==> src/rtl/hazard_pkg.sv <==
// Shared constants and types for the pipeline hazard/forwarding controller.
package hazard_pkg;

  // Operand-select encodings shared by the E-stage and D-stage forwarding muxes.
  localparam logic [1:0] FWD_RF  = 2'b00;  // register-file value
  localparam logic [1:0] FWD_WB  = 2'b01;  // result currently in W
  localparam logic [1:0] FWD_MEM = 2'b10;  // result currently in M

  // Stall causes, used to label which term raised a stall.
  typedef enum logic [1:0] {
    STALL_LW = 2'd0,
    STALL_BR = 2'd1,
    STALL_JR = 2'd2,
    STALL_MD = 2'd3
  } stall_cause_e;

  // One bit per stall cause. The top keeps this internally so checkers can see
  // exactly which term fired in a given cycle.
  typedef struct packed {
    logic lw;
    logic br;
    logic jr;
    logic md;
  } stall_vec_t;

endpackage

==> src/rtl/md_busy_tracker.sv <==
// Countdown that tracks whether a multiply/divide result is still pending.
// An op issued in E at cycle t holds md_busy high for cycles t+1 .. t+LAT.
module md_busy_tracker
  import hazard_pkg::*;
#(
  parameter int MUL_LAT = 4,
  parameter int DIV_LAT = 32
) (
  input  logic clk,
  input  logic rst_n,
  input  logic MdStartE,
  input  logic MdIsDivE,
  output logic MdBusy
);

  localparam int MAX_LAT = (MUL_LAT > DIV_LAT) ? MUL_LAT : DIV_LAT;
  localparam int CNT_W   = $clog2(MAX_LAT + 1);

  logic [CNT_W-1:0] cnt;

  // Load the op latency on issue (a reload while busy simply restarts it),
  // otherwise count down to zero and hold there.
  always_ff @(posedge clk or negedge rst_n) begin
    if (!rst_n) begin
      cnt <= '0;
    end else if (MdStartE) begin
      cnt <= MdIsDivE ? CNT_W'(DIV_LAT) : CNT_W'(MUL_LAT);
    end else if (cnt != '0) begin
      cnt <= cnt - CNT_W'(1);
    end
  end

  // Busy whenever a result is still in flight.
  assign MdBusy = (cnt != '0);

endmodule

==> src/rtl/hazard_unit_md.sv <==
// Hazard and forwarding controller for the 5-stage MIPS pipeline with a
// multi-cycle multiply/divide unit and JR/JALR support.
//
// Pipeline control handshake: there is no valid/ready pair here. StallF and
// StallD hold the fetch and decode registers, and FlushE inserts a bubble
// into E. All three are driven from the same stall term in the same cycle,
// so a stalled instruction stays in D while E receives a bubble.
module hazard_unit_md
  import hazard_pkg::*;
#(
  parameter int REG_AW  = 5,
  parameter int MUL_LAT = 4,
  parameter int DIV_LAT = 32,
  parameter int PERF_W  = 32
) (
  input  logic              clk,
  input  logic              rst_n,
  input  logic [REG_AW-1:0] RsD,
  input  logic [REG_AW-1:0] RtD,
  input  logic [REG_AW-1:0] RsE,
  input  logic [REG_AW-1:0] RtE,
  input  logic [REG_AW-1:0] WriteRegE,
  input  logic [REG_AW-1:0] WriteRegM,
  input  logic [REG_AW-1:0] WriteRegW,
  input  logic              RegWriteE,
  input  logic              RegWriteM,
  input  logic              RegWriteW,
  input  logic              MemtoRegE,
  input  logic              MemtoRegM,
  input  logic              BranchD,
  input  logic              JumpRegD,
  input  logic              MdStartE,
  input  logic              MdIsDivE,
  input  logic              MdReadD,
  input  logic              MdWriteD,
  input  logic              PerfClr,
  output logic [1:0]        ForwardAE,
  output logic [1:0]        ForwardBE,
  output logic [1:0]        ForwardAD,
  output logic [1:0]        ForwardBD,
  output logic              StallF,
  output logic              StallD,
  output logic              FlushE,
  output logic              MdBusy,
  output logic [PERF_W-1:0] StallCycles
);

  // A source register matches a stage only if it is not r0, equals that
  // stage's destination, and that stage actually writes the register file.
  function automatic logic reg_hit(input logic [REG_AW-1:0] src,
                                   input logic [REG_AW-1:0] dst,
                                   input logic              wr);
    return wr && (src != '0) && (src == dst);
  endfunction

  // M has priority over W because it holds the younger value.
  function automatic logic [1:0] fwd_sel(input logic m_hit, input logic w_hit);
    if (m_hit)      return FWD_MEM;
    else if (w_hit) return FWD_WB;
    else            return FWD_RF;
  endfunction

  logic       use_rs;
  logic       use_rt;
  logic       hit_rs_e_m;
  logic       hit_rt_e_m;
  logic       hit_rs_e_w;
  logic       hit_rt_e_w;
  logic       hit_rs_d_m;
  logic       hit_rt_d_m;
  logic       hit_rs_d_w;
  logic       hit_rt_d_w;
  logic       prod_e_rs;
  logic       prod_e_rt;
  logic       load_m_rs;
  logic       load_m_rt;
  logic       stall;
  stall_vec_t stall_vec;

  // MDU occupancy countdown.
  md_busy_tracker #(
    .MUL_LAT (MUL_LAT),
    .DIV_LAT (DIV_LAT)
  ) u_md_busy_tracker (
    .clk      (clk),
    .rst_n    (rst_n),
    .MdStartE (MdStartE),
    .MdIsDivE (MdIsDivE),
    .MdBusy   (MdBusy)
  );

  // Per-operand match terms against the M and W stages.
  always_comb begin
    hit_rs_e_m = reg_hit(RsE, WriteRegM, RegWriteM);
    hit_rt_e_m = reg_hit(RtE, WriteRegM, RegWriteM);
    hit_rs_e_w = reg_hit(RsE, WriteRegW, RegWriteW);
    hit_rt_e_w = reg_hit(RtE, WriteRegW, RegWriteW);
    hit_rs_d_m = reg_hit(RsD, WriteRegM, RegWriteM);
    hit_rt_d_m = reg_hit(RtD, WriteRegM, RegWriteM);
    hit_rs_d_w = reg_hit(RsD, WriteRegW, RegWriteW);
    hit_rt_d_w = reg_hit(RtD, WriteRegW, RegWriteW);
  end

  // Forward selects. When M holds a load, a D-side M match is a stall cycle
  // and a W value would be stale relative to the load, so the D selects are
  // restricted to register file or M in that case.
  always_comb begin
    ForwardAE = fwd_sel(hit_rs_e_m, hit_rs_e_w);
    ForwardBE = fwd_sel(hit_rt_e_m, hit_rt_e_w);
    ForwardAD = fwd_sel(hit_rs_d_m, hit_rs_d_w && !MemtoRegM);
    ForwardBD = fwd_sel(hit_rt_d_m, hit_rt_d_w && !MemtoRegM);
  end

  // Stall terms. The D compare needs its operands in D, so an ALU result
  // still in E or a load still in M cannot reach it in time.
  always_comb begin
    use_rs    = (RsD != '0);
    use_rt    = (RtD != '0);
    prod_e_rs = RegWriteE && (WriteRegE != '0) && (WriteRegE == RsD);
    prod_e_rt = RegWriteE && (WriteRegE != '0) && (WriteRegE == RtD);
    load_m_rs = MemtoRegM && (WriteRegM != '0) && (WriteRegM == RsD);
    load_m_rt = MemtoRegM && (WriteRegM != '0) && (WriteRegM == RtD);

    stall_vec    = '0;
    stall_vec.lw = MemtoRegE && (RtE != '0) &&
                   ((use_rs && (RsD == RtE)) || (use_rt && (RtD == RtE)));
    stall_vec.br = BranchD && (prod_e_rs || prod_e_rt || load_m_rs || load_m_rt);
    stall_vec.jr = JumpRegD && (prod_e_rs || load_m_rs);
    stall_vec.md = (MdReadD || MdWriteD) && (MdBusy || MdStartE);

    stall  = stall_vec.lw | stall_vec.br | stall_vec.jr | stall_vec.md;
    StallF = stall;
    StallD = stall;
    FlushE = stall;
  end

  // Stall-cycle counter: clear wins, otherwise count StallD cycles and
  // saturate at all-ones.
  always_ff @(posedge clk or negedge rst_n) begin
    if (!rst_n) begin
      StallCycles <= '0;
    end else if (PerfClr) begin
      StallCycles <= '0;
    end else if (StallD && (StallCycles != '1)) begin
      StallCycles <= StallCycles + PERF_W'(1);
    end
  end

endmodule

==> config.mk <==
export PLATFORM = sky130hd
export DESIGN_NAME = hazard_unit_md
export DESIGN_NICKNAME = d
export VERILOG_FILES = /design/src/rtl/hazard_pkg.sv /design/src/rtl/md_busy_tracker.sv /design/src/rtl/hazard_unit_md.sv
export SDC_FILE = /design/constraint.sdc
export NUM_CORES = 1
export LEC_CHECK = 0
export ABC_AREA = 1
export CORE_MARGIN = 2
export CORE_UTILIZATION = 55
export DETAILED_ROUTE_END_ITERATION = 10
export DONT_BUFFER_PORTS = 1
export GPL_TIMING_DRIVEN = 1
export PLACE_DENSITY = 0.79
export RECOVER_POWER = 50
export SLEW_MARGIN = 20
export SYNTH_ARGS = -nofsm -noshare
export SYNTH_HDL_FRONTEND = slang
export SYNTH_HIERARCHICAL = 1
export SYNTH_SLANG_ARGS = --single-unit
==> constraint.sdc <==
create_clock -name clk -period 2.35 [get_ports clk]
set_input_delay 0.235 -clock clk [delete_from_list [all_inputs] [get_ports clk]]
set_output_delay 0.235 -clock clk [all_outputs]
set_load 0.02 [all_outputs]
* After elaboration in Yosys (flattened, before gate mapping)
Cells that the tools add are included.
** Word-level totals
- Flip-flop bits (word level) :: 38
- Output and inout port bits :: 44
- Logic and storage cells :: 84
** Cells by class
- $add $sub $neg :: 2
- Equal/unequal tests :: 15
- Multiplexer cells :: 13
- Bitwise operators :: 3
- Reduce and logical (&&, ||, !) cells :: 49
** Operators by type and width (count)
- == test 5 bit :: 14
- two-way mux 32 bit :: 2
- adder 32 x 1 -> 32 bit, second input constant :: 1
- logical AND 1 bit :: 32
- inequality test 32 bit, second input constant :: 1
- nonzero test 5 bit :: 6
- two-way mux 6 bit :: 3
- two-way mux 2 bit :: 4
- logical OR 1 bit :: 7
- nonzero test 6 bit :: 1
- subtractor 6 x 1 -> 6 bit, second input constant :: 1
- two-way mux 1 bit :: 4
- nonzero test 2 bit :: 2
- OR 1 bit :: 3
- zero test 1 bit :: 1

* Longest topological paths before layout
Gate-level depths: netlist of run 1.
- Word-level depth :: 13
- Depth in mapped cells :: 13
- Gate-level depth less buffers :: 12

* Hierarchy
Netlist of run 1, hierarchy kept.
** By module, submodules not included
- hazard_unit_md :: times used 1, cells each 523, area an instance 3335.7 um^2, seq. area each 800.8 um^2
- md_busy_tracker :: times used 1, cells each 45, area an instance 369.1 um^2, seq. area each 150.1 um^2

* Worst setup path after synthesis of run 1
OpenSTA, ideal clock, no wires.
- Kind :: register to output
- From :: register u_md_busy_tracker.cnt[0]
- To :: output port StallD
- Arrival :: 1.748 ns
- Path slack :: 0.367 ns
- Cell stages (with the launch flop) :: 9
- Buffers on the path :: 2
- Path through :: dfrtp_1 inv_1 ha_1 nand3_4 o22a_1 a21oi_1 nand3_2 buf_2 buf_4
** On the way
- Word-level cells in the longest chain between the ends :: 4
** RTL lines
- start: declaration :: line md_busy_tracker.sv:19 : logic [CNT_W-1:0] cnt;
- start signal: assignment :: line md_busy_tracker.sv:27 : cnt <= MdIsDivE ? CNT_W'(DIV_LAT) : CNT_W'(MUL_LAT);
- start signal: assignment :: line md_busy_tracker.sv:29 : cnt <= cnt - CNT_W'(1);
- nonzero test 6 bit :: line md_busy_tracker.sv:34 : assign MdBusy = (cnt != '0);
- via MdBusy :: line hazard_unit_md.sv:44 : output logic MdBusy,
- logical OR 1 bit :: line hazard_unit_md.sv:129 : stall_vec.md = (MdReadD || MdWriteD) && (MdBusy || MdStartE);
- logical AND 1 bit :: line hazard_unit_md.sv:129
- OR 1 bit :: line hazard_unit_md.sv:131 : stall = stall_vec.lw | stall_vec.br | stall_vec.jr | stall_vec.md;
- end: declaration :: line hazard_unit_md.sv:42 : output logic StallD,
The timed path passes the listed nets, and every way through them passes these cells.

* Final worst setup path of run 1
- From :: register u_md_busy_tracker.cnt[1]
- To :: output port StallF
** On the way
- Word-level cells in the longest chain between the ends :: 4
** RTL lines
- nonzero test 6 bit :: line md_busy_tracker.sv:34
- via MdBusy :: line hazard_unit_md.sv:44
- logical OR 1 bit :: line hazard_unit_md.sv:129
- logical AND 1 bit :: line hazard_unit_md.sv:129
- OR 1 bit :: line hazard_unit_md.sv:131
- end: declaration :: line hazard_unit_md.sv:41 : output logic StallF,
The timed path passes the listed nets, and every way through them passes these cells.

==> results of run 1 <==
## what timing repair did
action / 4_1_cts / 5_1_grt
setup buffers: 0 / 2
pin swaps: 0 / 1
resized for setup: 1 / 0
hold buffers: 2 / 0
endpoints found under the setup margin: 3 / 3
endpoints found under the hold margin: 38 / 0
## cells by family after synthesis
| family | after synthesis |
|---|---|
| AND/OR/NAND/NOR | 345 |
| buffers and inverters | 96 |
| XOR/XNOR | 52 |
| flip-flops | 38 |
| AO/OA/AOI/OAI | 34 |
| adder cells (fa/ha/maj) | 3 |
## cell usage in the layout, fill, tap and decap left out, drive strengths merged, types with 2 or more instances in the layout
cell type	instances
dfrtp	38
a221oi	4
a211oi	3
o2111ai	4
nand4	44
o21bai	2
o22ai	3
nor4	4
a21oi	7
buf	19
xnor2	13
ha	3
clkbuf	13
xor2	39
nor2	65
o21ai	6
nand2	151
nor3	15
nand3	61
or2	3
inv	68
## stage by stage
stage,instances,instance area (µm²),setup slack (ps),utilization [%],power (mW)
CTS,650,3970,39.9,61.9,1.94
global route,652,3950,4.29,61.5,2.06
global placement,641,3830,342,59.6,1.33
floorplan,568,3700,367,-,1.27
finish,652,3950,134,61.5,1.94
detailed placement,641,3830,258,59.6,1.35
## worst max-delay path by stage
stage | endpoint | slack (ps) | cells past startpoint
final | StallF | 130 | 8
after CTS | StallF | 40 | 8
after global routing | StallD | 4 | 8
after detailed placement | StallCycles[28]$_DFFE_PN0P_ | 260 | 11
after global placement | StallF | 340 | 8
after floorplan | StallD | 370 | 8
## cell usage after synthesis, types with 2 or more instances
cell       number
a211oi_1        3
o21bai_1        2
nor2_2          4
a221oi_1        4
clkbuf_1       10
nand2_1       147
nand4_1        43
nand3_2         3
buf_6           3
ha_1            3
dfrtp_1        38
o22ai_1         3
nor4_1          4
buf_4           6
nor2_4          2
nor2_1         59
or2_2           3
o2111ai_1       4
a21oi_1         7
buf_2           8
nor3_1         14
nand2_2         3
xnor2_1        13
o21ai_0         6
inv_1          67
xor2_1         39
nand3_1        57
## per-layer routing
| layer | wire length, µm | track usage [%] |
|---|---|---|
| met5 | 0 | 0 |
| met1 | 4340 | 37.8 |
| met3 | 1020 | 8.08 |
| met4 | 134 | 7.50 |
| met2 | 4810 | 45.9 |
## layout make-up
cell class / instances / area share, %
inverters: 69 / 6.56
repair buffers: 27 / 4.88
clock inverters: 1 / 0.760
well taps: 77 / 2.44
clock buffers: 6 / 2.09
multi-input cells: 434 / 59.2
flip-flops and latches: 38 / 24.1
## registers in the layout, indices dropped and copies added (netlist names)
signal,flops
u_md_busy_tracker/cnt,6
StallCycles,32
## worst max-delay path, stage by stage (launching register included)
cell	delay [ps]
dfrtp_1	410
inv_1	90
ha_1	190
nand3_4	170
o22a_1	210
a21oi_1	150
nand3_2	110
buf_4	180
buf_4	200
## power by group
part           internal (mW)  switching (mW)  total (mW)
logic                  0.221           0.390       0.611
registers              0.706          0.0539       0.760
clock network          0.340           0.231       0.571
total                   1.27           0.675        1.94
==> summary.md, run 1 <==
| Metric | Value |
|---|---|
| Final setup skew | `10.8 ps` |
| Largest net degree at the start of global routing | `39` |
| Worst vdd ir | `0.213 mV` |
| Post-synth EDFFs | `0` |
| Library cells used by synthesis | `40` |
| Antenna violations before repair | `0` |
| Final setup vio count | `0` |
| Drt drc | `0` |
| I/O Pins | `93` |
| CP endpoint kind | `primary output` |
| Starting density of the core | `57.7%` |
| Final hold slack | `93.6 ps` |
| WHS Path Cells | `2` |
| Pleak | `2.01 nW` |
| DR vias/cell | `5.89` |
| Min cycle time layout | `2220 ps` |
| Vias in the first global route | `3596` |
| Crit-path max FO | `11` |
| Wire length per cell | `15.8 µm` |
| Dominant combinational cell family by area after synthesis | `simple AND/OR/NAND/NOR gates` |
| Num CTS Buffers | `5` |
| Reg-to-Reg Start | `StallCycles[0]$_DFFE_PN0P_` |
| GPL Wtd Cong | `0.955` |
| Layout fillers | `583` |
| Die span in y | `86.1 µm` |
| Hold Fails Final Rpt | `0` |
| CP Class | `reg -> out` |
| FF-to-FF End | `StallCycles[31]$_DFFE_PN0P_` |
| Req. time, crit path | `2120 ps` |
| All-Layer GR Usage | `28.6%` |
| R2r worst-path depth | `9` |
| Mux contribution to synthesized area | `0%` |
| Antenna cells | `0` |
| Clock slew at reported path FFs | `70 ps` |
| Synth area leaders | `dfrtp_1 (26%), nand2_1 (15%), xor2_1 (9.2%), nand3_1 (7.7%), nand4_1 (7.3%)` |
| First-pass GRT wire length | `17300 µm` |
| Register Area | `951 µm²` |
| Final HPWL DP | `7810 µm` |
| Top-area cell type share of the netlist area | `25.7%` |
| Pwr Density | `492 mW/mm²` |
| Rows | `29` |
| GRT overflow | `0` |
| Clock sink total | `38` |
| FF+latch count, synth | `38` |
| Nets | `627` |
| Setup slack, reg-to-reg | `220 ps` |
| Post-synthesis adder-cell area fraction | `1.01%` |
| Syn nets | `620` |
| Most used DFF post-synth | `dfrtp_1` |
| Synth warn | `6` |
| Synth Area in Simple Gates | `43.5%` |
| Post-synth ARST share | `100%` |
| Worst setup SP type | `flop` |
| Post-synthesis average cell area | `6.52 µm²` |
| Sequential cell area fraction in the yosys report | `25.7%` |
| Pins Over Slew Limit | `0` |
| Root buffer cell | `clkbuf_8` |
| Cells after Synth | `568` |
| Final worst path period share | `94.3%` |
| Unrepaired setup endpoints after global routing | `false` |
| Die Area | `0.00741 mm²` |
| Compound-Gate Fraction of Synth Area | `6.28%` |
| Die Span X | `86.1 µm` |
| Hold EP | `u_md_busy_tracker/cnt[3]$_DFFE_PN0P_` |
| Worst-Margin Slew | `949 ps` |
| Max Freq | `451 MHz` |
| Area of the multi-input gates | `0.00234 mm²` |
| IO buf count | `0` |
| Slew HR | `36.7%` |
| CTS tree | `done` |
| HP Class | `in -> reg` |
| Antenna-violating nets left | `0` |
| Worst setup path startpoint | `u_md_busy_tracker/cnt[1]$_DFFE_PN0P_` |
| Cell Area, Synth | `0.00370 mm²` |
| Setup tns final | `0 ps` |
| Dominant cell type by area after synthesis | `dfrtp_1` |
| WL final | `10300 µm` |
| Max_cap viols | `0` |
| Status | `finished, final reports clean` |
| Layout cells sized above 1 | `8.52%` |
| TritonRoute pass-1 iters | `5` |
| Area grow syn2layout | `6.62%` |
| Hold Crit Start | `MdStartE` |
| H-tree lvl count | `2` |
| Via count | `3838` |
| Initial DRC count | `329` |
| Worst EP arrival | `1980 ps` |
| Max clock buf depth | `2` |
| XOR/XNOR share of the synthesized area | `12.3%` |
| CORE AREA | `0.00642 mm²` |
| Worst-Skew Late Latency | `290 ps` |
(Power assumes the default switching activity.)
==> inputs of run 2 (changes only) <==
--- a/config.mk
+++ b/config.mk
@@ -11,8 +11,10 @@
 export DETAILED_ROUTE_END_ITERATION = 10
 export DONT_BUFFER_PORTS = 1
 export GPL_TIMING_DRIVEN = 1
-export PLACE_DENSITY = 0.79
+export MAX_ROUTING_LAYER = met4
+export PLACE_DENSITY = 0.82
 export RECOVER_POWER = 50
+export REMOVE_ABC_BUFFERS = 1
 export SLEW_MARGIN = 20
 export SYNTH_ARGS = -nofsm -noshare
 export SYNTH_HDL_FRONTEND = slang
==> constraint.sdc (replaced) <==
create_clock -name clk -period 2 [get_ports clk]
set_input_delay 0.2 -clock clk [delete_from_list [all_inputs] [get_ports clk]]
set_output_delay 0.2 -clock clk [all_outputs]
set_load 0.02 [all_outputs]
==> summary.md, run 2 (synthesis results as in run 1) <==
| Metric | Value |
|---|---|
| Status | `complete, but fails checks (was finished, final reports clean)` |
| Violated checks | `setup timing` |
| DR WL met3 | `1340 µm (was 1020 µm)` |
| Final setup vio count | `4 (was 0)` |
| Final HPWL DP | `8380 µm (was 7810 µm)` |
| Non-filler cells, final | `693 (was 652)` |
| Root buffer cell | `clkbuf_8 (unchanged)` |
| Die Area | `0.00741 mm² (unchanged)` |
| Die Span X | `86.1 µm (unchanged)` |
| Cell breakdown of the critical path | `ha_4 -> nand3_4 -> nor2_2 -> nand2_2 -> nor2_4 -> nand2_4 -> nor2_4 -> nand4_4 -> clkbuf_16 -> nand4_1 -> nand2_1 (was inv_1 -> ha_1 -> nand3_4 -> o22a_1 -> a21oi_1 -> nand3_2 -> buf_4 -> buf_4)` |
| Vias in the first global route | `3988 (was 3596)` |
| Most frequent cells in the layout | `nand2_1 (147), inv_1 (65), nor2_1 (57) (was nand2_1 (147), inv_1 (66), nor2_1 (59))` |
| Max layer used | `met4 (unchanged)` |
| GRT overflow | `0 (unchanged)` |
| Req. time, crit path | `2190 ps (was 2120 ps)` |
| Num CTS Buffers | `5 (unchanged)` |
| Starting density of the core | `57.7% (unchanged)` |
| Worst-Skew Late Latency | `300 ps (was 290 ps)` |
| Clock slew at reported path FFs | `80 ps (was 70 ps)` |
| Antenna cells | `0 (unchanged)` |
| Slew HR | `33.3% (was 36.7%)` |
| M1 WL | `4870 µm (was 4340 µm)` |
| I/O Pins | `93 (unchanged)` |
| Crit path buffers/inverters | `1 (was 3)` |
| Initial DRC count | `328 (was 329)` |
| TritonRoute pass-1 iters | `5 (unchanged)` |
| Reg-to-Reg Start | `StallCycles[0]$_DFFE_PN0P_ (unchanged)` |
| Wire length per cell | `17.2 µm (was 15.8 µm)` |
| WHS Path Cells | `3 (was 2)` |
| CTS tree | `done (unchanged)` |
| Setup tns final | `-50.3 ps (was 0 ps)` |
| Final Worst Setup Slack | `-16.6 ps (was 134 ps)` |
| Worst vdd ir | `0.330 mV (was 0.213 mV)` |
| Layout cells sized above 1 | `16.7% (was 8.52%)` |
| Max clock buf depth | `2 (unchanged)` |
| Max_cap viols | `0 (unchanged)` |
| Setup slack, reg-to-reg | `-20 ps (was 220 ps)` |
| Placed cells | `669 (was 641)` |
| Worst setup path startpoint | `StallCycles[0]$_DFFE_PN0P_ (was u_md_busy_tracker/cnt[1]$_DFFE_PN0P_)` |
| Nets | `667 (was 627)` |
| Worst EP arrival | `2210 ps (was 1980 ps)` |
| Most frequent CP cell | `nor2_4 (was buf_4)` |
| CORE AREA | `0.00642 mm² (unchanged)` |
| Most common cell after layout, fill and taps aside | `nand2_1 (unchanged)` |
| Critical Path End | `StallCycles[29]$_DFFE_PN0P_ (was StallF)` |
| Max reg flops | `32 (unchanged)` |
| Post-layout util | `68.8% (was 61.5%)` |
| Max Freq | `496 MHz` |
| Hold Fails Final Rpt | `0 (unchanged)` |
| GPL Wtd Cong | `1.05 (was 0.955)` |
| Pleak | `2.27 nW (was 2.01 nW)` |
| Crit-path max FO | `7 (was 11)` |
| Rows | `29 (unchanged)` |
| H-tree lvl count | `2 (unchanged)` |
| WL final | `11900 µm (was 10300 µm)` |
| HP Class | `in -> reg (unchanged)` |
| Largest net degree at the start of global routing | `39 (unchanged)` |
| Tot Pwr | `2.44 mW (was 1.94 mW)` |
| Pins Over Slew Limit | `0 (unchanged)` |
| Layout fillers | `552 (was 583)` |
| Antenna-violating nets left | `0 (unchanged)` |
| IO buf count | `0 (unchanged)` |
| Area grow syn2layout | `19.4% (was 6.62%)` |
| Final setup skew | `7.79 ps (was 10.8 ps)` |
| Antenna violations before repair | `0 (unchanged)` |
| FF-to-FF End | `StallCycles[29]$_DFFE_PN0P_ (was StallCycles[31]$_DFFE_PN0P_)` |
| Min cycle time layout | `2020 ps` |
| Worst setup SP type | `flop (unchanged)` |
| CP endpoint kind | `flop (was primary output)` |
| R2r worst-path depth | `11 (was 9)` |
| Slowest stage delay, CP | `400 ps (was 410 ps)` |
| Worst-Margin Slew | `1000 ps (was 949 ps)` |
| CP Class | `reg -> reg (was reg -> out)` |
| DR vias/cell | `5.98 (was 5.89)` |
| Pwr Density | `551 mW/mm² (was 492 mW/mm²)` |
| Unrepaired setup endpoints after global routing | `true (was false)` |
| Detail Route met2 WL | `5440 µm (was 4810 µm)` |
| Die span in y | `86.1 µm (unchanged)` |
| Worst slack, placed | `26.0 ps (was 258 ps)` |
| Final worst path period share | `101%` |
| Top Registers | `StallCycles: 32 flops, u_md_busy_tracker/cnt: 6 flops (unchanged)` |
| Slowest stage cell, crit path | `dfrtp_1 (unchanged)` |
| Top reg by flops | `StallCycles (unchanged)` |
| Via count | `4146 (was 3838)` |
| Family with the most delay on the worst path | `simple AND/OR/NAND/NOR gates (was buffers and inverters)` |
| Drt drc | `0 (unchanged)` |
| Clock sink total | `38 (unchanged)` |
| All-Layer GR Usage | `32.2% (was 28.6%)` |
| First-pass GRT wire length | `18700 µm (was 17300 µm)` |
| WP depth | `11 (was 8)` |
## run 2: cell count changes in the layout (fill, tap and decap cells not counted), sizes merged
cell / change
buf: +39
clkbuf: +1
nand2: +1
## run 2: what timing repair did
action / CTS / global route
pin swaps: 1 / 28
resized for setup: 3 / 25
hold buffers: 2 / 0
hold endpoints to repair: 38 / 0
endpoints found under the setup margin: 3 / 35
setup buffers: 2 / 8
gates cloned: 0 / 4
## run 2: stage by stage
step	hold WS (ps)	cell area (µm²)
global placement	-94.8	4040
floorplan	-95.6	3550
detailed placement	-94.8	4040
finish	58.6	4420
global route	76.2	4420
CTS	58.6	4200
## run 2: where the power goes
part           internal (mW)  switching, mW
Sequential             0.830         0.0699
Clock                  0.374          0.289
Combinational          0.351          0.525
Total                   1.55          0.883
## run 2: final cells by class
type	count	area (µm²)	share of cell area [%]
Timing Repair Buffer	66	559	12.6
Inverter	69	259	5.86
Sequential cell	38	952	21.5
Clock buffer	7	76.3	1.73
Multi-Input combinational cell	435	2450	55.4
Tap cell	77	96.3	2.18
Clock inverter	1	30.0	0.679
## run 2: worst min-delay path, cell delays in order
cell	delay (ps)
nor2_1	20
nand3_1	50
nand2_1	50
## run 2: how the worst min path moves through the flow
stage                     startpoint                                    to  slack (ps)
after floorplan                rst_n            StallCycles[0]$_DFFE_PN0P_        -100
after detailed placement       rst_n  u_md_busy_tracker/cnt[5]$_DFFE_PN0P_         -90
final                        PerfClr           StallCycles[26]$_DFFE_PN0P_          60
after global placement         rst_n  u_md_busy_tracker/cnt[5]$_DFFE_PN0P_         -90
after global routing         PerfClr           StallCycles[22]$_DFFE_PN0P_          80
after CTS                    PerfClr           StallCycles[26]$_DFFE_PN0P_          60
## run 2: metal layers
metal | global-route usage [%] | up-vias
met5 | - | -
met4 | 10.7 | 0
met3 | 7.41 | 31
met2 | 50.1 | 239
met1 | 41.2 | 1922
li1 | - | 1954
